==> config.mk <==
export PLATFORM = sky130hd
export DESIGN_NAME = io_input_bank
export DESIGN_NICKNAME = d
export VERILOG_FILES = /design/src/rtl/io_input_bank.sv
export SDC_FILE = /design/constraint.sdc
export NUM_CORES = 1
export LEC_CHECK = 0
export ABC_AREA = 1
export CORE_AREA = 4 4 170 172
export CTS_CLUSTER_SIZE = 10
export DETAILED_ROUTE_END_ITERATION = 10
export DIE_AREA = 0 0 174 176
export GPL_ROUTABILITY_DRIVEN = 0
export PLACE_DENSITY = 0.91
export SLEW_MARGIN = 20
export SYNTH_ARGS = -nofsm -noshare
export SYNTH_HDL_FRONTEND = slang
export SYNTH_SLANG_ARGS = --single-unit
==> constraint.sdc <==
create_clock -name io_clk -period 2.1 [get_ports io_clk]
set_input_delay 0.525 -clock io_clk [delete_from_list [all_inputs] [get_ports io_clk]]
set_output_delay 0.525 -clock io_clk [all_outputs]
set_load 0.02 [all_outputs]
==> src/rtl/io_input_bank.sv <==
// rtl/io_input_bank.sv - memory-mapped input port bank with sticky change flags and maskable irq
// Optional per-port debounce filter enabled by defining IO_DEBOUNCE_EN.
module io_input_bank #(
  parameter int          N_PORTS    = 4,
  parameter int          DATA_W     = 32,
  parameter logic [5:0]  BASE_IDX   = 6'h30,
  parameter int          DEB_CYCLES = 4
) (
  input  logic                      io_clk,
  input  logic                      resetn,
  input  logic [31:0]               addr,
  input  logic                      rd_en,
  input  logic                      wr_en,
  input  logic [31:0]               wr_data,
  input  logic [N_PORTS*DATA_W-1:0] in_ports,
  output logic [31:0]               io_read_data,
  output logic                      irq
);

  localparam int BASE_I   = int'(BASE_IDX);
  localparam int STATUS_I = BASE_I + N_PORTS;
  localparam int MASK_I   = STATUS_I + 1;

  generate
    if (MASK_I > 63 || N_PORTS < 1 || N_PORTS > 16 || DATA_W < 1 || DATA_W > 32 ||
        DEB_CYCLES < 1 || DEB_CYCLES > 255) begin : g_bad_params
      $error("io_input_bank: illegal parameters or register window wraps past 6'h3F");
    end
  endgenerate

  logic [N_PORTS*DATA_W-1:0] sync1_q, sync2_q;
  logic [DATA_W-1:0]         in_reg_q [N_PORTS];
  logic [DATA_W-1:0]         in_reg_d [N_PORTS];
  logic [N_PORTS-1:0]        chg_flag_q, chg_flag_d;
  logic [N_PORTS-1:0]        irq_mask_q, irq_mask_d;
  logic [N_PORTS-1:0]        set_flag;
  logic                      irq_q, irq_d;
  logic [5:0]                idx;
  logic                      is_status, is_mask;

`ifdef IO_DEBOUNCE_EN
  logic [DATA_W-1:0] cand_q [N_PORTS];
  logic [DATA_W-1:0] cand_d [N_PORTS];
  logic [7:0]        cnt_q  [N_PORTS];
  logic [7:0]        cnt_d  [N_PORTS];
`endif

  assign idx       = addr[7:2];
  assign is_status = (int'(idx) == STATUS_I);
  assign is_mask   = (int'(idx) == MASK_I);
  assign irq       = irq_q;

  logic unused_ok;
  assign unused_ok = &{1'b0, addr[31:8], addr[1:0], wr_data[31:N_PORTS]};

  always_comb begin
    io_read_data = '0;
    for (int k = 0; k < N_PORTS; k++) begin
      if (int'(idx) == BASE_I + k) io_read_data[DATA_W-1:0] = in_reg_q[k];
    end
    if (is_status) io_read_data[N_PORTS-1:0] = chg_flag_q;
    if (is_mask)   io_read_data[N_PORTS-1:0] = irq_mask_q;
  end

  always_comb begin
    set_flag = '0;
    for (int k = 0; k < N_PORTS; k++) begin
`ifdef IO_DEBOUNCE_EN
      cand_d[k]   = cand_q[k];
      cnt_d[k]    = cnt_q[k];
      in_reg_d[k] = in_reg_q[k];
      // Candidate must stay stable for DEB_CYCLES cycles before it is accepted.
      if (sync2_q[k*DATA_W +: DATA_W] != cand_q[k]) begin
        cand_d[k] = sync2_q[k*DATA_W +: DATA_W];
        cnt_d[k]  = 8'd0;
      end else if (cnt_q[k] < 8'(DEB_CYCLES - 1)) begin
        cnt_d[k] = cnt_q[k] + 8'd1;
      end
      if (cnt_q[k] == 8'(DEB_CYCLES - 1) && cand_q[k] != in_reg_q[k]) in_reg_d[k] = cand_q[k];
`else
      in_reg_d[k] = sync2_q[k*DATA_W +: DATA_W];
`endif
      set_flag[k] = (in_reg_d[k] != in_reg_q[k]);
    end
    // A flag set in the same cycle as the read-clear survives.
    chg_flag_d = ((rd_en && is_status) ? '0 : chg_flag_q) | set_flag;
    irq_mask_d = (wr_en && is_mask) ? wr_data[N_PORTS-1:0] : irq_mask_q;
    irq_d      = |(chg_flag_q & irq_mask_q);
  end

  always_ff @(posedge io_clk) begin
    if (!resetn) begin
      sync1_q    <= '0;
      sync2_q    <= '0;
      in_reg_q   <= '{default: '0};
      chg_flag_q <= '0;
      irq_mask_q <= '0;
      irq_q      <= 1'b0;
`ifdef IO_DEBOUNCE_EN
      cand_q     <= '{default: '0};
      cnt_q      <= '{default: '0};
`endif
    end else begin
      sync1_q    <= in_ports;
      sync2_q    <= sync1_q;
      in_reg_q   <= in_reg_d;
      chg_flag_q <= chg_flag_d;
      irq_mask_q <= irq_mask_d;
      irq_q      <= irq_d;
`ifdef IO_DEBOUNCE_EN
      cand_q     <= cand_d;
      cnt_q      <= cnt_d;
`endif
    end
  end

endmodule
==> impl_metrics.csv, run 1 <==
group,metric,value,unit
status,status,"finished, violations left",
status,violations_in_the_final_reports,"negative setup slack",
synth,synthFlopType,"sky130_fd_sc_hd__dfxtp_1",
floorplanning,die_height,176,µm
final_layout,insertedDiodeCount,0,
final_layout,regArea,7870,µm²
critical_path,critical_path.reg2reg.endpoint,"chg_flag_q[3]",
sta,timing.setup.tns,-7640,ps
critical_path,r2r_slack,580,ps
power_and_ir_drop,total_switching_power,3.56,mW
power_and_ir_drop,p_per_area,842,nW/µm²
critical_path,worstPathMaxFanout,5,
drt,avgRoutedWirePerCell,15.9,µm
clocking,cts-buffers-inserted,45,
floorplanning,die-area,30600,µm²
sta,setup_violations,32,
global_routing,grt_overflow_total,0,
sta,tightestPinTransition,460,ps
floorplanning,start_util,0.524,
power_and_ir_drop,pwr-share-seq,0.503,
floorplanning,pin_count,229,
critical_path,timing.rr.start,"sync2_q[125]",
clocking,clock_tree.htree_level_count,2,
sta,rsz0062_at_grt,"yes",
clocking,cts-hold-fix-buffers,0,
synth,synth_most_common_cell,"sky130_fd_sc_hd__nand2_1",
clocking,clock_insertion_delay_worst_skew,540,ps
drt,post_drt_via_cell_ratio,4.95,
synth,synthMuxAreaShare,0,
synth,synth_simple_gate_area_share,0.238,
critical_path,startpoint,"addr[2]",
sta,achievable-frequency,414,MHz
synth,combinational_family_with_the_most_area_after_synthesis,"simple AND/OR/NAND/NOR gates",
sta,final.setup_skew,22.6,ps
synth,syn_inst,1983,
worst_hold_path,hold_path.class,"reg -> reg",
floorplanning,die-width,174,µm
synth,ys_seq_area_frac,0.546,
sta,finalWorstSetupSlack,-317,ps
clocking,cts_root_buffer,"sky130_fd_sc_hd__clkbuf_16",
drt,detail_route.iter0.violations,1240,
placed_design,post-dp-hpwl,25.1,mm
critical_path,category_of_the_worst_setup_path_capture_point,"output pin",
synth,synth.lib_cells_used.distinct,34,
clocking,tritoncts_clock_tree,"done",
drt,final_antenna_net_count,0,
synth,synth_top_cells_by_count,"702 x sky130_fd_sc_hd__nand2_1, 557 x sky130_fd_sc_hd__inv_1, 393 x sky130_fd_sc_hd__dfxtp_1, 127 x sky130_fd_sc_hd__nor2_1, 24 x sky130_fd_sc_hd__buf_2",
final_layout,layout-area-overhead-vs-synth,30.4,%
global_routing,antenna_found_initial,2,
critical_path,critical_path.endpoint,"io_read_data[22]",
power_and_ir_drop,switching_share,0.225,
sta,hold-worst-slack,396,ps
power_and_ir_drop,comb_power_share,0.073,
placed_design,port_buffers,174,
synth,synthesized_area_fraction_occupied_by_ao_oa_aoi_and_oai_cells,0.0320,
global_routing,vias_in_the_first_global_route,12596,
global_routing,grt_max_degree,70,
floorplanning,core-area,27500,µm²
floorplanning,row_count,61,
clocking,cts.path.max_buffers,3,
sta,slew_headroom,0.693,
drt,drc,0,
critical_path,timing.critical_path.required,1570,ps
power_and_ir_drop,intPower,12.3,mW
synth,synth_nets,2179,
power_and_ir_drop,peakVddDrop,0.000560,V
synth,post_synth_xor_area_fraction,0.0182,
synth,yosys_register_bits,393,
synth,syn_area,14400,µm²
final_layout,fillCellCount,1927,
drt,detail_route.first_pass.iterations,9,
synth,synth_area_leaders,"sky130_fd_sc_hd__dfxtp_1 55%, sky130_fd_sc_hd__nand2_1 18%, sky130_fd_sc_hd__inv_1 15%",
drt,wirelength,41.1,mm
sta,finalHoldViolCount,0,
synth,fraction_of_the_mapped_netlist_area_in_adder_cells,0,
final_layout,post_layout_nonfiller_instances,2576,
synth,synth_edf_count,0,
power_and_ir_drop,static-leakage-power,10.8,nW
drt,via_count,12754,
sta,min_period,2420,ps
synth,yosys.area.top_type,"sky130_fd_sc_hd__dfxtp_1",
synth,synth_top_cell_area_share,0.546,
critical_path,critical_path_arrival,1890,ps
final_layout,layout-drive-gt1-share,0.112,
sta,final-max-slew-violation-count,0,
flow_run,max-cap-violations,0,
synth,ys.warnings.count,0,
global_routing,track_usage,0.241,
clocking,clock_sinks,393,
synth,asyncSetResetFlopFracSynth,0,
final_layout,multi_input_logic_area,4570,µm²
clocking,cts.reportedPaths.clkPinSlew,50,ps
critical_path,worstSetupStartpointType,"input pin",
sta,min_period_over_period,1.15,
final_layout,finish.net_count,2421,
critical_path,reg2regPathDepth,9,
power_and_ir_drop,p_clk_frac,0.424,
critical_path,worst-setup-path-type,"in -> out",
global_routing,grt_pass1_wl,59.5,mm
placed_design,place.detailed.instances,2485,
synth,avgSynthCellArea,7.27,µm²
cell families (layout without fill, tap and decap cells):
group / after synthesis / after routing
xor gates and xnor gates: 30 / 30
AOI/OAI and AO/OA: 68 / 68
DFF: 393 / 393
buffers and inverters: 617 / 863
and+or+nand+nor: 875 / 876
layer usage:
metal	global-route usage	up-vias	routed length, µm	share of wire
li1	-	6027	-	-
met1	0.246	5767	13900	0.34
met2	0.456	712	20700	0.50
met3	0.0537	244	3420	0.083
met4	0.135	4	3050	0.074
met5	0	-	24	0.00058
placed cells by master (no fill, tap or decap), drive strengths merged:
master,netlist,layout
a21oi,9,9
a22oi,17,17
a41oi,1,1
buf,32,107
clkbuf,20,51
clkdlybuf4s50,0,135
clkinv,1,5
dfxtp,393,393
inv,564,565
nand2,704,704
nand3,23,24
nand4,8,8
nor2,131,131
o2111ai,1,1
o211ai,9,9
o21ai,15,15
o221ai,4,4
o22ai,11,11
o2bb2ai,1,1
or2,9,9
xnor2,22,22
xor2,8,8
cell type report:
cell class,count,area share
flip-flops and latches,393,0.419
multi-input cells,974,0.243
repair buffers,243,0.134
inverters,565,0.115
clock buffers,50,0.0637
well taps,346,0.0230
repair inverters,3,0.00153
clock inverters,2,0.000732
stage by stage:
stage / power [mW] / instance area, µm² / util / setup WS (ps)
3_5_place_dp: 9.14 / 16700 / 0.607 / -1110
3_3_place_gp: 9.08 / 16700 / 0.607 / -1090
4_1_cts: 15.8 / 18400 / 0.669 / -166
6_report: 15.8 / 18800 / 0.684 / -317
2_1_floorplan: 8.61 / 14400 / - / 14.3
5_1_grt: 16.4 / 18800 / 0.684 / -343
worst min-delay path by stage:
| stage | endpoint | from | depth (start not counted) |
|---|---|---|---|
| floorplan | sync2_q[0] | sync1_q[0] | 2 |
| global placement | sync2_q[7] | sync1_q[7] | 2 |
| detailed placement | sync2_q[0] | sync1_q[0] | 2 |
| CTS | sync1_q[101] | resetn | 3 |
| global route | sync2_q[36] | sync1_q[36] | 2 |
| finish | sync2_q[36] | sync1_q[36] | 2 |
flip-flops by register name (all words and copies together) (netlist names):
register and count:
sync2_q 128, irq_mask_q 4, sync1_q 128, irq 1, chg_flag_q 4, in_reg_q 128
worst max-delay path, stage by stage:
cell and delay [ps]:
sky130_fd_sc_hd__buf_2 150, sky130_fd_sc_hd__inv_2 70, sky130_fd_sc_hd__nor2_4 200, sky130_fd_sc_hd__nand3_2 350, sky130_fd_sc_hd__o22ai_4 310, sky130_fd_sc_hd__a21oi_4 70, sky130_fd_sc_hd__o21ai_4 80, sky130_fd_sc_hd__buf_6 140
power by group through the flow:
stage	registers [mW]	clock network, mW	logic [mW]
after floorplan	8.03	0	0.578
after global placement	8.08	0	1.01
after detailed placement	8.09	0	1.05
after CTS	7.94	6.80	1.10
after global routing	7.98	7.11	1.28
final	7.96	6.71	1.16
what timing repair did:
| action | in CTS | in global routing |
|---|---|---|
| setup endpoints to repair | 32 | 32 |
| gates cloned | 4 | 2 |
| resized for setup | 286 | 67 |
| hold endpoints to repair | 0 | 0 |
| setup buffers | 20 | 16 |
| pin swaps | 20 | 17 |
No activity file was read; power rests on OpenSTA's default activity.
==> run 2, diff against run 1 <==
- MAX_ROUTING_LAYER: default -> met4
==> impl_metrics.csv, run 2 (synthesis gave the netlist of run 1 again) <==
group,metric,value,unit
status,status,"finished, violations left",
status,violations_in_the_final_reports,"negative setup slack",
power_and_ir_drop,p_per_area,849,nW/µm²
sta,achievable-frequency,419,MHz
critical_path,critPathMostFrequentCell,"sky130_fd_sc_hd__buf_4",
final_layout,multi_input_logic_area,4540,µm²
placed_design,placed_area,16700,µm²
critical_path,worst-path-buf-inv,4,
final_layout,largestRegisters,"in_reg_q x128, sync1_q x128, sync2_q x128",
sta,min_period_over_period,1.14,
critical_path,worstSetupStartpointType,"input pin",
critical_path,worst-setup-path-type,"in -> out",
floorplanning,pin_count,229,
drt,detail_route.iter0.violations,1166,
sta,final-max-slew-violation-count,0,
critical_path,critPathTopFamily,"compound AO/OA/AOI/OAI gates",
floorplanning,die-width,174,µm
sta,min_period,2390,ps
critical_path,r2r_slack,570,ps
drt,post_drt_via_cell_ratio,4.94,
sta,final.setup_skew,18.6,ps
placed_design,post-dp-hpwl,25.1,mm
drt,wirelength,40.1,mm
critical_path,critical_path_arrival,1860,ps
drt,detail_route.first_pass.iterations,8,
drt,avgRoutedWirePerCell,15.6,µm
global_routing,grt_max_degree,70,
floorplanning,start_util,0.524,
worst_hold_path,hold_path.class,"reg -> reg",
global_routing,grt_pass1_wl,59.3,mm
clocking,cts-buffers-inserted,45,
floorplanning,core-area,27500,µm²
final_layout,fillCellCount,1963,
global_routing,vias_in_the_first_global_route,12591,
global_routing,grt_overflow_total,0,
placed_design,place.detailed.instances,2485,
sta,tightestPinTransition,451,ps
placed_design,port_buffers,174,
power_and_ir_drop,peakVddDrop,0.000562,V
final_layout,layout_commonest_cell,"sky130_fd_sc_hd__nand2_1",
clocking,clock_sinks,393,
clocking,clock_insertion_delay_worst_skew,540,ps
clocking,cts.reportedPaths.clkPinSlew,50,ps
floorplanning,row_count,61,
sta,slew_headroom,0.699,
floorplanning,die-area,30600,µm²
critical_path,worstPathMaxFanout,8,
worst_hold_path,hold_depth,2,
critical_path,critical_path.reg2reg.endpoint,"chg_flag_q[3]",
worst_hold_path,worstHoldStart,"sync1_q[36]",
sta,setup_violations,32,
flow_run,max-cap-violations,0,
power_and_ir_drop,design_power_total,15.8,mW
final_layout,regArea,7870,µm²
global_routing,antenna_found_initial,1,
placed_design,pre_cts_ws,-1110,ps
sta,finalWorstSetupSlack,-285,ps
critical_path,cp_slowest_cell,"sky130_fd_sc_hd__a22oi_2",
final_layout,finish.net_count,2412,
global_routing,track_usage,0.248,
clocking,cts_root_buffer,"sky130_fd_sc_hd__clkbuf_16",
critical_path,worst_path_largest_cell_delay,360,ps
final_layout,layout-drive-gt1-share,0.107,
critical_path,crit_chain,"buf_4 -> inv_2 -> nor2_4 -> nand3_4 -> inv_4 -> a22oi_2 -> o221ai_4 -> buf_4",
critical_path,timing.critical_path.required,1570,ps
final_layout,layout-area-overhead-vs-synth,29.2,%
floorplanning,die_height,176,µm
final_layout,post_layout_nonfiller_instances,2568,
sta,rsz0062_at_grt,"yes",
critical_path,reg2regPathDepth,9,
drt,final_antenna_net_count,0,
clocking,tritoncts_clock_tree,"done",
critical_path,category_of_the_worst_setup_path_capture_point,"output pin",
critical_path,timing.rr.start,"sync2_q[125]",
sta,timing.setup.tns,-6300,ps
drt,drc,0,
sta,finalHoldViolCount,0,
worst_hold_path,hold-path-endpoint,"sync2_q[36]",
power_and_ir_drop,static-leakage-power,10.8,nW
clocking,cts.path.max_buffers,3,
final_layout,final_cell_mix,"686 x sky130_fd_sc_hd__nand2_1, 557 x sky130_fd_sc_hd__inv_1, 393 x sky130_fd_sc_hd__dfxtp_1, 135 x sky130_fd_sc_hd__clkdlybuf4s50_1, 126 x sky130_fd_sc_hd__nor2_1",
final_layout,layout.cell_area.non_filler,18600,µm²
drt,via_count,12677,
clocking,clock_tree.htree_level_count,2,
[run 2: timing repair]
action                                 4_1_cts  5_1_grt
setup endpoints to repair                   32       32
resized for setup                          286       47
pin swaps                                   20       19
hold buffers                                 0        0
buffers inserted                            20        8
endpoints found under the hold margin        0        0
cloned                                       4        1
[run 2: how the worst max path moves through the flow]
stage | startpoint | endpoint | slack [ps] | depth (start not counted)
after global routing | addr[5] | io_read_data[7] | -300 | 9
after detailed placement | addr[6] | io_read_data[17] | -1110 | 9
final | addr[2] | io_read_data[27] | -290 | 8
after floorplan | addr[5] | io_read_data[17] | 10 | 4
after global placement | addr[6] | io_read_data[30] | -1090 | 9
after CTS | addr[4] | io_read_data[25] | -170 | 7
[run 2: area by class of cell]
| type | instances | share of cell area |
|---|---|---|
| Sequential cell | 393 | 0.422 |
| Timing Repair inverter | 2 | 0.000672 |
| Timing Repair Buffer | 235 | 0.129 |
| Antenna cell | 1 | 0.000134 |
| Tap cell | 346 | 0.0232 |
| Inverter | 565 | 0.115 |
| Clock buffer | 50 | 0.0643 |
| Clock inverter | 2 | 0.000739 |
| Multi-Input combinational cell | 974 | 0.244 |
[run 2: worst register-to-register path, stage by stage, from the launching register on]
cell                      delay, ps
sky130_fd_sc_hd__dfxtp_1        400
sky130_fd_sc_hd__inv_1           70
sky130_fd_sc_hd__nand2_1         80
sky130_fd_sc_hd__nand2_1         60
sky130_fd_sc_hd__nor2_1         190
sky130_fd_sc_hd__nand2_1        140
sky130_fd_sc_hd__nor2_1         180
sky130_fd_sc_hd__nand3_1        130
sky130_fd_sc_hd__nor2_1         110
sky130_fd_sc_hd__nor2_1          50
[run 2: per-stage QoR]
| stage | hold slack, ps | utilization |
|---|---|---|
| 2_1_floorplan | 390 | - |
| 3_3_place_gp | 393 | 0.607 |
| 3_5_place_dp | 398 | 0.607 |
| 4_1_cts | 392 | 0.669 |
| 5_1_grt | 416 | 0.678 |
| 6_report | 399 | 0.678 |
[run 2: power by group]
group          internal [mW]  switching [mW]
sequential              7.77           0.191
clock                   3.96            2.74
combinational          0.534           0.610
total                   12.3            3.54
[run 2: metal layers]
layer,GRT usage,wire length [µm],share of wire
met5,-,0,0
met4,0.137,2680,0.067
met3,0.0499,3590,0.089
met2,0.455,20400,0.51
met1,0.247,13400,0.34
